### src/rtl/usb_speed_detect_pkg.sv
// Shared encodings for the USB speed autodetector: speed codes, FSM state codes, linestate values.
package usb_speed_detect_pkg;

  localparam logic [1:0] USB_SPEED_AUTO = 2'd0;
  localparam logic [1:0] USB_SPEED_LS   = 2'd1;
  localparam logic [1:0] USB_SPEED_FS   = 2'd2;
  localparam logic [1:0] USB_SPEED_HS   = 2'd3;

  localparam logic [1:0] LINE_SE0 = 2'b00;
  localparam logic [1:0] LINE_J   = 2'b01;
  localparam logic [1:0] LINE_K   = 2'b10;

  // Values are visible on O_state, so register/ILA decoders depend on them staying fixed.
  typedef enum logic [3:0] {
    USB_AD_S_IDLE     = 4'd0,
    USB_AD_S_LS       = 4'd1,
    USB_AD_S_FSHS     = 4'd2,
    USB_AD_S_WAIT_SE0 = 4'd3,
    USB_AD_S_SE0      = 4'd4,
    USB_AD_S_CHIRP_K  = 4'd5,
    USB_AD_S_CHIRP_KJ = 4'd6,
    USB_AD_S_DONE     = 4'd7,
    USB_AD_S_ERROR    = 4'd8
  } ad_state_e;

endpackage

### src/rtl/usb_speed_detect_filter.sv
// Linestate glitch filter: output follows the raw linestate only after pFILT_LEN identical samples.
// Latency pFILT_LEN cycles from a raw change; shorter pulses never reach the output.
module usb_linestate_filter #(
  parameter int pFILT_LEN = 4
) (
  input  logic       fe_clk,
  input  logic       reset_n,
  input  logic [1:0] raw_i,
  output logic [1:0] filt_o
);

  localparam int CW = $clog2(pFILT_LEN + 1);

  logic [1:0]    cand_q;
  logic [1:0]    filt_q;
  logic [CW-1:0] cnt_q, cnt_d;

  // cnt_d is the run length of identical samples including the current one, capped at pFILT_LEN.
  always_comb begin
    cnt_d = cnt_q;
    if (raw_i != cand_q) begin
      cnt_d = CW'(1);
    end else if (cnt_q != CW'(pFILT_LEN)) begin
      cnt_d = cnt_q + CW'(1);
    end
  end

  always_ff @(posedge fe_clk or negedge reset_n) begin
    if (!reset_n) begin
      cand_q <= 2'b00;
      cnt_q  <= '0;
      filt_q <= 2'b00;
    end else begin
      cand_q <= raw_i;
      cnt_q  <= cnt_d;
      if (cnt_d == CW'(pFILT_LEN)) begin
        filt_q <= raw_i;
      end
    end
  end

  assign filt_o = filt_q;

endmodule

### src/rtl/usb_speed_detect.sv
// USB attach speed classifier (LS/FS/HS) from filtered UTMI linestate, legacy or chirp HS rule.
// Optional saturating ERROR-entry counter on O_err_count when USB_AUTODETECT_STATS_EN is defined.
module usb_speed_detect
  import usb_speed_detect_pkg::*;
#(
  parameter int pCOUNTER_WIDTH = 24,
  parameter int pFILT_LEN      = 4,
  parameter int pKJ_WIDTH      = 4
) (
  input  logic                      fe_clk,
  input  logic                      reset_n,
  input  logic                      fe_linestate0,
  input  logic                      fe_linestate1,
  input  logic                      I_restart,
  input  logic                      I_chirp_mode,
  input  logic [pCOUNTER_WIDTH-1:0] I_wait1,
  input  logic [pCOUNTER_WIDTH-1:0] I_wait2,
  input  logic [pCOUNTER_WIDTH-1:0] I_chirp_min,
  input  logic [pKJ_WIDTH-1:0]      I_kj_min,
  output logic [1:0]                O_speed,
  output logic                      O_done,
  output logic [3:0]                O_state,
  output logic [7:0]                O_err_count
);

  logic [1:0]                filt;
  logic [1:0]                filt_prev_q;
  ad_state_e                 state_q, state_d;
  logic [pCOUNTER_WIDTH-1:0] timer_q, timer_d;
  logic [pKJ_WIDTH-1:0]      kj_q, kj_d;
  logic [1:0]                tgt_q, tgt_d;
  logic [1:0]                speed_q, speed_d;
  logic                      done_q, done_d;
  logic                      filt_edge;
  logic                      kj_pair;

  usb_linestate_filter #(
    .pFILT_LEN (pFILT_LEN)
  ) u_filt (
    .fe_clk  (fe_clk),
    .reset_n (reset_n),
    .raw_i   ({fe_linestate1, fe_linestate0}),
    .filt_o  (filt)
  );

  assign filt_edge = (filt != filt_prev_q);
  assign kj_pair   = (filt_prev_q == LINE_K) && (filt == LINE_J);

  always_comb begin
    state_d = state_q;
    tgt_d   = tgt_q;
    unique case (state_q)
      USB_AD_S_IDLE: begin
        if (filt == LINE_K) begin
          state_d = USB_AD_S_LS;
        end else if (filt == LINE_J) begin
          state_d = USB_AD_S_FSHS;
        end
      end
      USB_AD_S_LS: begin
        if (filt != LINE_K) begin
          state_d = USB_AD_S_ERROR;
        end else if (timer_q >= I_wait1) begin
          state_d = USB_AD_S_DONE;
          tgt_d   = USB_SPEED_LS;
        end
      end
      USB_AD_S_FSHS: begin
        if (filt != LINE_J) begin
          state_d = USB_AD_S_ERROR;
        end else if (timer_q >= I_wait1) begin
          state_d = USB_AD_S_WAIT_SE0;
        end
      end
      USB_AD_S_WAIT_SE0: begin
        if (filt == LINE_SE0) begin
          state_d = USB_AD_S_SE0;
        end else if (filt == LINE_K) begin
          state_d = USB_AD_S_ERROR;
        end
      end
      USB_AD_S_SE0: begin
        if (!I_chirp_mode) begin
          if (timer_q >= I_wait2) begin
            state_d = USB_AD_S_DONE;
            tgt_d   = USB_SPEED_HS;
          end else if (filt == LINE_J) begin
            state_d = USB_AD_S_DONE;
            tgt_d   = USB_SPEED_FS;
          end else if (filt == LINE_K) begin
            state_d = USB_AD_S_ERROR;
          end
        end else begin
          if (filt == LINE_K) begin
            state_d = USB_AD_S_CHIRP_K;
          end else if (filt == LINE_J || timer_q >= I_wait2) begin
            state_d = USB_AD_S_DONE;
            tgt_d   = USB_SPEED_FS;
          end
        end
      end
      USB_AD_S_CHIRP_K: begin
        if (filt == LINE_SE0) begin
          state_d = (timer_q >= I_chirp_min) ? USB_AD_S_CHIRP_KJ : USB_AD_S_ERROR;
        end else if (filt == LINE_J) begin
          state_d = USB_AD_S_ERROR;
        end
      end
      USB_AD_S_CHIRP_KJ: begin
        if (kj_q >= I_kj_min) begin
          state_d = USB_AD_S_DONE;
          tgt_d   = USB_SPEED_HS;
        end else if (filt == LINE_SE0 && timer_q >= I_wait2) begin
          state_d = USB_AD_S_DONE;
          tgt_d   = USB_SPEED_FS;
        end
      end
      USB_AD_S_DONE:  state_d = USB_AD_S_DONE;
      USB_AD_S_ERROR: state_d = USB_AD_S_IDLE;
      default:        state_d = USB_AD_S_IDLE;
    endcase
    if (I_restart) begin
      state_d = USB_AD_S_IDLE;
    end
  end

  // Timer measures time in the current state; during host chirps it measures time since the last edge.
  always_comb begin
    timer_d = (timer_q == '1) ? timer_q : timer_q + 1'b1;
    if (state_d != state_q || state_q == USB_AD_S_IDLE || state_q == USB_AD_S_WAIT_SE0 ||
        (state_q == USB_AD_S_CHIRP_KJ && filt_edge)) begin
      timer_d = '0;
    end

    kj_d = kj_q;
    if (state_d != USB_AD_S_CHIRP_KJ) begin
      kj_d = '0;
    end else if (state_q == USB_AD_S_CHIRP_KJ && kj_pair && kj_q != '1) begin
      kj_d = kj_q + 1'b1;
    end

    speed_d = speed_q;
    if (state_d == USB_AD_S_IDLE || state_d == USB_AD_S_ERROR) begin
      speed_d = USB_SPEED_AUTO;
    end else if (state_q == USB_AD_S_DONE) begin
      speed_d = tgt_q;
    end

    done_d = (state_d == USB_AD_S_DONE) && (state_q != USB_AD_S_DONE);
  end

  always_ff @(posedge fe_clk or negedge reset_n) begin
    if (!reset_n) begin
      state_q     <= USB_AD_S_IDLE;
      filt_prev_q <= 2'b00;
      timer_q     <= '0;
      kj_q        <= '0;
      tgt_q       <= USB_SPEED_AUTO;
      speed_q     <= USB_SPEED_AUTO;
      done_q      <= 1'b0;
    end else begin
      state_q     <= state_d;
      filt_prev_q <= filt;
      timer_q     <= timer_d;
      kj_q        <= kj_d;
      tgt_q       <= tgt_d;
      speed_q     <= speed_d;
      done_q      <= done_d;
    end
  end

`ifdef USB_AUTODETECT_STATS_EN
  logic [7:0] err_q;

  always_ff @(posedge fe_clk or negedge reset_n) begin
    if (!reset_n) begin
      err_q <= 8'd0;
    end else if (state_d == USB_AD_S_ERROR && state_q != USB_AD_S_ERROR && err_q != 8'hFF) begin
      err_q <= err_q + 8'd1;
    end
  end

  assign O_err_count = err_q;
`else
  assign O_err_count = 8'd0;
`endif

  assign O_speed = speed_q;
  assign O_done  = done_q;
  assign O_state = state_q;

endmodule
### config.mk
export PLATFORM = sky130hd
export DESIGN_NAME = usb_speed_detect
export DESIGN_NICKNAME = d
export VERILOG_FILES = /design/src/rtl/usb_speed_detect_pkg.sv /design/src/rtl/usb_speed_detect_filter.sv /design/src/rtl/usb_speed_detect.sv
export SDC_FILE = /design/constraint.sdc
export NUM_CORES = 1
export LEC_CHECK = 0
export ABC_AREA = 0
export CORE_UTILIZATION = 58
export CTS_BUF_LIST = sky130_fd_sc_hd__clkbuf_4
export DETAILED_ROUTE_END_ITERATION = 6
export PLACE_DENSITY = 0.89
export SKIP_CTS_REPAIR_TIMING = 1
export SYNTH_ARGS = -nofsm -noshare
export SYNTH_HDL_FRONTEND = slang
export SYNTH_HIERARCHICAL = 1
export SYNTH_SLANG_ARGS = --single-unit
### constraint.sdc
create_clock -name fe_clk -period 5.3 [get_ports fe_clk]
set_input_delay 0.53 -clock fe_clk [delete_from_list [all_inputs] [get_ports fe_clk]]
set_output_delay 0.53 -clock fe_clk [all_outputs]
set_load 0.03 [all_outputs]
== Word level (Yosys, flattened, before mapping) ==
Index checks and enable logic that the tools add are counted.
Storage, ports and cells
  register bits after elaboration: 46
  output and inout bits: 15
  word-level logic and storage cells: 103
Cells by class
  add/subtract/negate cells: 3
  $lt $le $gt $ge: 4
  eq/ne operators: 30
  muxes and demuxes: 38
  reduce and logical (&&, ||, !) cells: 18
Operators by type and width (count)
  $mux 4: 21
  $ge 24x24->1: 3
  $mux 24: 2
  $pmux 4 s8: 1
  $add 24x1->24 const B: 1
  $eq 24x24->1 const B: 1
  $mux 2: 11
  $eq 4x3->1 const B: 5
  $ne 3x3->1 const B: 4
  $eq 4x2->1 const B: 2
  $logic_not 4->1: 2
  $ne 4x3->1 const B: 2
  $ne 4x4->1 const B: 2
  $reduce_and 7->1: 1
  $logic_and 1x1->1: 6
  $mux 3: 2
  $ne 2x2->1 const B: 3
  $pmux 2 s3: 1
  $logic_or 1x1->1: 5
  $add 4x1->4 const B: 1
  $eq 2x2->1 const B: 2
  $eq 4x1->1 const B: 1
  $eq 4x4->1 const B: 1
  $ge 4x4->1: 1
  other kinds (9): 12

== Longest topological paths before layout ==
  word-level depth: 12
  gate-level depth with buffers: 11

== Modules after synthesis ==
Netlist, hierarchy kept.
By module, submodules not included
  usb_speed_detect: times used 1, cells an instance 537, area an instance 4346.7 um2
  usb_linestate_filter: times used 1, cells an instance 24, area an instance 316.6 um2

== Least setup slack after synthesis ==
No wires, ideal clock.
  path kind: in2reg
  start: in I_wait2[0]
  end: reg timer_q[22]
  setup time: 87 ps
  arrival: 2517 ps
  data required time: 5213 ps
  slack: 2697 ps
  stages on the path: 10
  buffers on the path: 1
  cells stage by stage: ha_1 -> nand2b_1 -> a2111o_1 -> a31oi_4 -> o2111ai_4 -> nand2_1 -> o2111a_2 -> o211ai_4 -> buf_6 -> a211oi_2
On the way
  longest elaborated chain between the ends: 12
Ends and longest elaborated chain
  start: declaration: RTL line usb_speed_detect.sv:17  | input logic [pCOUNTER_WIDTH-1:0] I_wait2,
  $ge 24x24->1 *: RTL line usb_speed_detect.sv:84, usb_speed_detect.sv:96, usb_speed_detect.sv:113
  $logic_or 1x1->1: RTL line usb_speed_detect.sv:96  | end else if (filt == LINE_J || timer_q >= I_wait2) begin
  $mux 4: RTL line usb_speed_detect.sv:96
  $mux 4: RTL line usb_speed_detect.sv:94  | if (filt == LINE_K) begin
  $mux 4: RTL line usb_speed_detect.sv:83  | if (!I_chirp_mode) begin
  $pmux 4 s8 *: RTL line usb_speed_detect.sv:52  | unique case (state_q)
  $mux 4 *: RTL line usb_speed_detect.sv:122  | if (I_restart) begin
  $ne 4x4->1 *: RTL line usb_speed_detect.sv:130  | if (state_d != state_q || state_q == USB_AD_S_IDLE || state_q == USB_AD_S_WAIT_SE0 ||
  $logic_or 1x1->1 * (3 in series): RTL line usb_speed_detect.sv:130
  $ne 2x1->1 (no line) or $mux 24 (tied branches)
  end signal: assignment: RTL line usb_speed_detect.sv:164  | timer_q <= timer_d;
  end: declaration: RTL line usb_speed_detect.sv:29  | logic [pCOUNTER_WIDTH-1:0] timer_q, timer_d;
Mark *: on every way between the ends. The rest lies on a longest branch, timed or not.
A chain may end at the register's enable or synchronous reset.

== Final worst setup path ==
  start: in I_wait1[11]
  end: reg speed_q[0], in the netlist O_speed[0]
On the way
  longest elaborated chain between the ends: 8
Ends and longest elaborated chain
  start: declaration: RTL line usb_speed_detect.sv:16  | input logic [pCOUNTER_WIDTH-1:0] I_wait1,
  $ge 24x24->1 *: RTL line usb_speed_detect.sv:63, usb_speed_detect.sv:71
  $mux 4 (on tied branches): RTL line usb_speed_detect.sv:71, usb_speed_detect.sv:63
  $mux 4 (on tied branches): RTL line usb_speed_detect.sv:69, usb_speed_detect.sv:61
  $pmux 4 s8 *: RTL line usb_speed_detect.sv:52
  $mux 4 *: RTL line usb_speed_detect.sv:122
  $eq 4x4->1 or $logic_not 4->1 (tied branches): RTL line usb_speed_detect.sv:143  | if (state_d == USB_AD_S_IDLE || state_d == USB_AD_S_ERROR) begin
  $logic_or 1x1->1 *: RTL line usb_speed_detect.sv:143
  $mux 2 or $reduce_bool 2->1 (tied branches)
  end signal: assignment: RTL line usb_speed_detect.sv:167  | speed_q <= speed_d;
  end: declaration: RTL line usb_speed_detect.sv:32  | logic [1:0] speed_q, speed_d;
Marks and branches as above.

==> results.toml <==
[global_routing]
grt_pass1_wl_mm = 20.1
antenna_found_initial = 0
overflow = 0
grt_max_degree = 47
grt_use_total = 0.300
grt_pass1_vias = 4409

[power]
p_comb_frac = 0.374
pwr-share-seq = 0.430
swShare = 0.382
p_sw_w = 0.000409
p_int_w = 0.000660
leakage_nw = 2.76
ir_drop_mv = 0.129
powerDensity_mw_per_mm2 = 190
power.share.clock = 0.196

[yosys]
synth-seq-area-share = 0.247
ys.flop_type = "dfrtp_1"
yosys-top-cells-area = "dfrtp_1 25%, ha_1 21%, inv_1 6.5%"
synth_top_area_frac = 0.247
syn_area_mm2 = 0.00466
synthArstFlopShare = 1.00
ys_warn_count = 6
yosysUniqueCellTypes = 70
synth_seq_cells = 46
synth-edff-count = 0
syn-mean-instance-area_um2 = 8.31
yosys.area.top_type = "dfrtp_1"
synthCells = 561

[worst_setup_path]
worst_path_largest_cell_delay_ns = 0.46
cp-start-kind = "input pin"
end_kind = "flop"
required_ns = 5.54
crit_fanout = 4
cp_slowest_cell = "nor4_1"
path_cells = "clkdlybuf4s50_1, inv_1, ha_1, a21oi_1, o21a_1, o221ai_1, a211o_1, o31ai_1, o211ai_1, nor4_1, nor3_1"
worstPathArrival_ns = 3.40
worstSetupPathType = "input pin to flop"

[timing]
setup_viol = 0
worst_pin_slew_ns = 1.01
post-route-period-util = 0.597
fin_crit_ns = 3.17
slew_headroom = 0.326
finalSetupTns_ns = 0
worst_slack_ns = 2.13
fin_skew_ns = 0.0130
fmax_mhz = 316
finalHoldViolations = 0
rsz0062_at_grt = "no"
drv_slew = 0

[clock_tree]
clkLatencyLatePin_ns = 0.36
clockRootBuffer = "clkbuf_4"
cts_buffers = 5
ctsLongestPathBuffers = 2
h-tree-depth = 2
clock_sinks = 46
clk_pin_slew_ns = 0.14
cts_tree = "yes"

[cells_and_area]
drive_gt1_frac = 0.0450
ff_latch_area_mm2 = 0.00115
final_common_cell = "clkdlybuf4s50_1"
nets = 806
n_fill_cell = 610
num_antenna_cells = 0
fin_area_mm2 = 0.00564
multi_input_area_mm2 = 0.00310
final_cell_mix = "87 x clkdlybuf4s50_1, 81 x inv_1, 80 x ha_1"
areaGrowthSynthToFinish_pct = 20.8

[min_path]
hp-class = "input pin to async pin"

[die]
row_count = 32
initial_utilization = 0.600
dieHeight_um = 91.7
io_pins = 97
die_area_mm2 = 0.00840
core_area_mm2 = 0.00777
fp.dieW_um = 91.7

[run_status]
status = "finished, final reports clean"

[detailed_routing]
dr.pass1.iters = 4
vias = 4414
wl_per_cell_um = 16.1
viasPerCell = 5.92
route.detailed.drc = 0
routed_wl_mm = 12.0
detail_route.iter0.violations = 249
ant_nets = 0

[run]
max-cap-violations = 0

[placement]
dp_hpwl_mm = 9.52
pre_cts_slack_ns = 1.85
port_buffers = 88
placed_area_mm2 = 0.00556
routabilityCongestion = 0.967
stage by stage:
step | hold WS (ns) | util | cells | power [W]
global placement | 0.496 | 0.716 | 739 | 0.000840
floorplan | 0.234 | - | 568 | 0.000722
CTS | 0.361 | 0.726 | 746 | 0.00107
detailed placement | 0.500 | 0.716 | 739 | 0.000854
global route | 0.392 | 0.726 | 746 | 0.00114
finish | 0.321 | 0.726 | 746 | 0.00107
per-layer routing:
metal  part of all wire  GRT usage  vias to the layer above  wire [um]
met5                  0          0                        -          0
met4              0.033      0.118                        0        396
met3              0.056     0.0390                       40        670
met2               0.52      0.556                      181       6250
met1               0.39      0.348                     2066       4670
li1                   -          -                     2127          -
synthesized netlist by cell type, drive strengths merged, types with 2 or more instances:
library cell,n
inv,82
ha,80
nor2,56
dfrtp,46
nand2,40
a21oi,39
nand3,20
nor3,20
o21ai,18
xor2,17
buf,16
nand4,15
a21o,9
o211ai,8
a31oi,7
nand2b,7
nor4b,7
xnor2,7
mux2i,5
nor4,5
and4,4
nor2b,4
o31ai,4
or3,4
and3,3
clkbuf,3
o21a,3
or2,3
a211oi,2
a22o,2
a2bb2oi,2
mux2,2
final cells by class:
cell class | count | area share
multi-input cells | 421 | 0.550
flip-flops and latches | 46 | 0.204
repair buffers | 88 | 0.155
inverters | 82 | 0.0546
well taps | 102 | 0.0226
clock buffers | 5 | 0.00666
clock inverters | 2 | 0.00599
worst paths after layout:
kind / startpoint / end / slack [ns] / cells past startpoint
setup / recovery: I_wait1[11] / O_speed[0]$_DFFE_PN0P_ / 2.13 / 11
hold / removal: reset_n / O_state[2]$_DFF_PN0_ / 0.32 / 1
setup reg to reg: timer_q[11]$_DFFE_PN0P_ / O_speed[0]$_DFFE_PN0P_ / 2.25 / 9
hold reg to reg: tgt_q[1]$_DFFE_PN0P_ / tgt_q[1]$_DFFE_PN0P_ / 0.53 / 1
max in group asynchronous: reset_n / timer_q[17]$_DFFE_PN0P_ / 4.35 / 1
min in group fe_clk: tgt_q[1]$_DFFE_PN0P_ / tgt_q[1]$_DFFE_PN0P_ / 0.53 / 1
power groups by stage:
stage	registers (W)	clock network [W]	logic (W)
finish	0.000459	0.000209	0.000400
detailed placement	0.000463	0	0.000391
global route	0.000466	0.000227	0.000442
floorplan	0.000421	0	0.000301
CTS	0.000456	0.000213	0.000397
global placement	0.000460	0	0.000380
critical path, delay by kind of cell:
kind / cells / cell delay [ns]
fa+ha+maj: 1 / 0.31
simple gates: 2 / 0.57
compound gates: 6 / 1.50
buf+inv: 2 / 0.49
cells by family (layout without fill, tap and decap cells):
family | after synthesis | after routing | synth area share
compound gates | 109 | 109 | 0.167
xor+xnor | 24 | 24 | 0.0451
fa+ha+maj | 80 | 80 | 0.215
buf+inv | 101 | 177 | 0.0936
flops | 46 | 46 | 0.247
mux | 7 | 7 | 0.0172
other cells | 1 | 8 | 0.000804
simple gates | 193 | 193 | 0.215
sequential cells by signal, indices dropped and copies added (netlist names):
register,cells
u_filt/cnt_q,3
O_state,4
tgt_q,2
O_speed,2
u_filt/cand_q,2
kj_q,4
O_done,1
timer_q,24
u_filt/filt_o,2
filt_prev_q,2
Note: power is estimated with default switching activity, not from simulation.
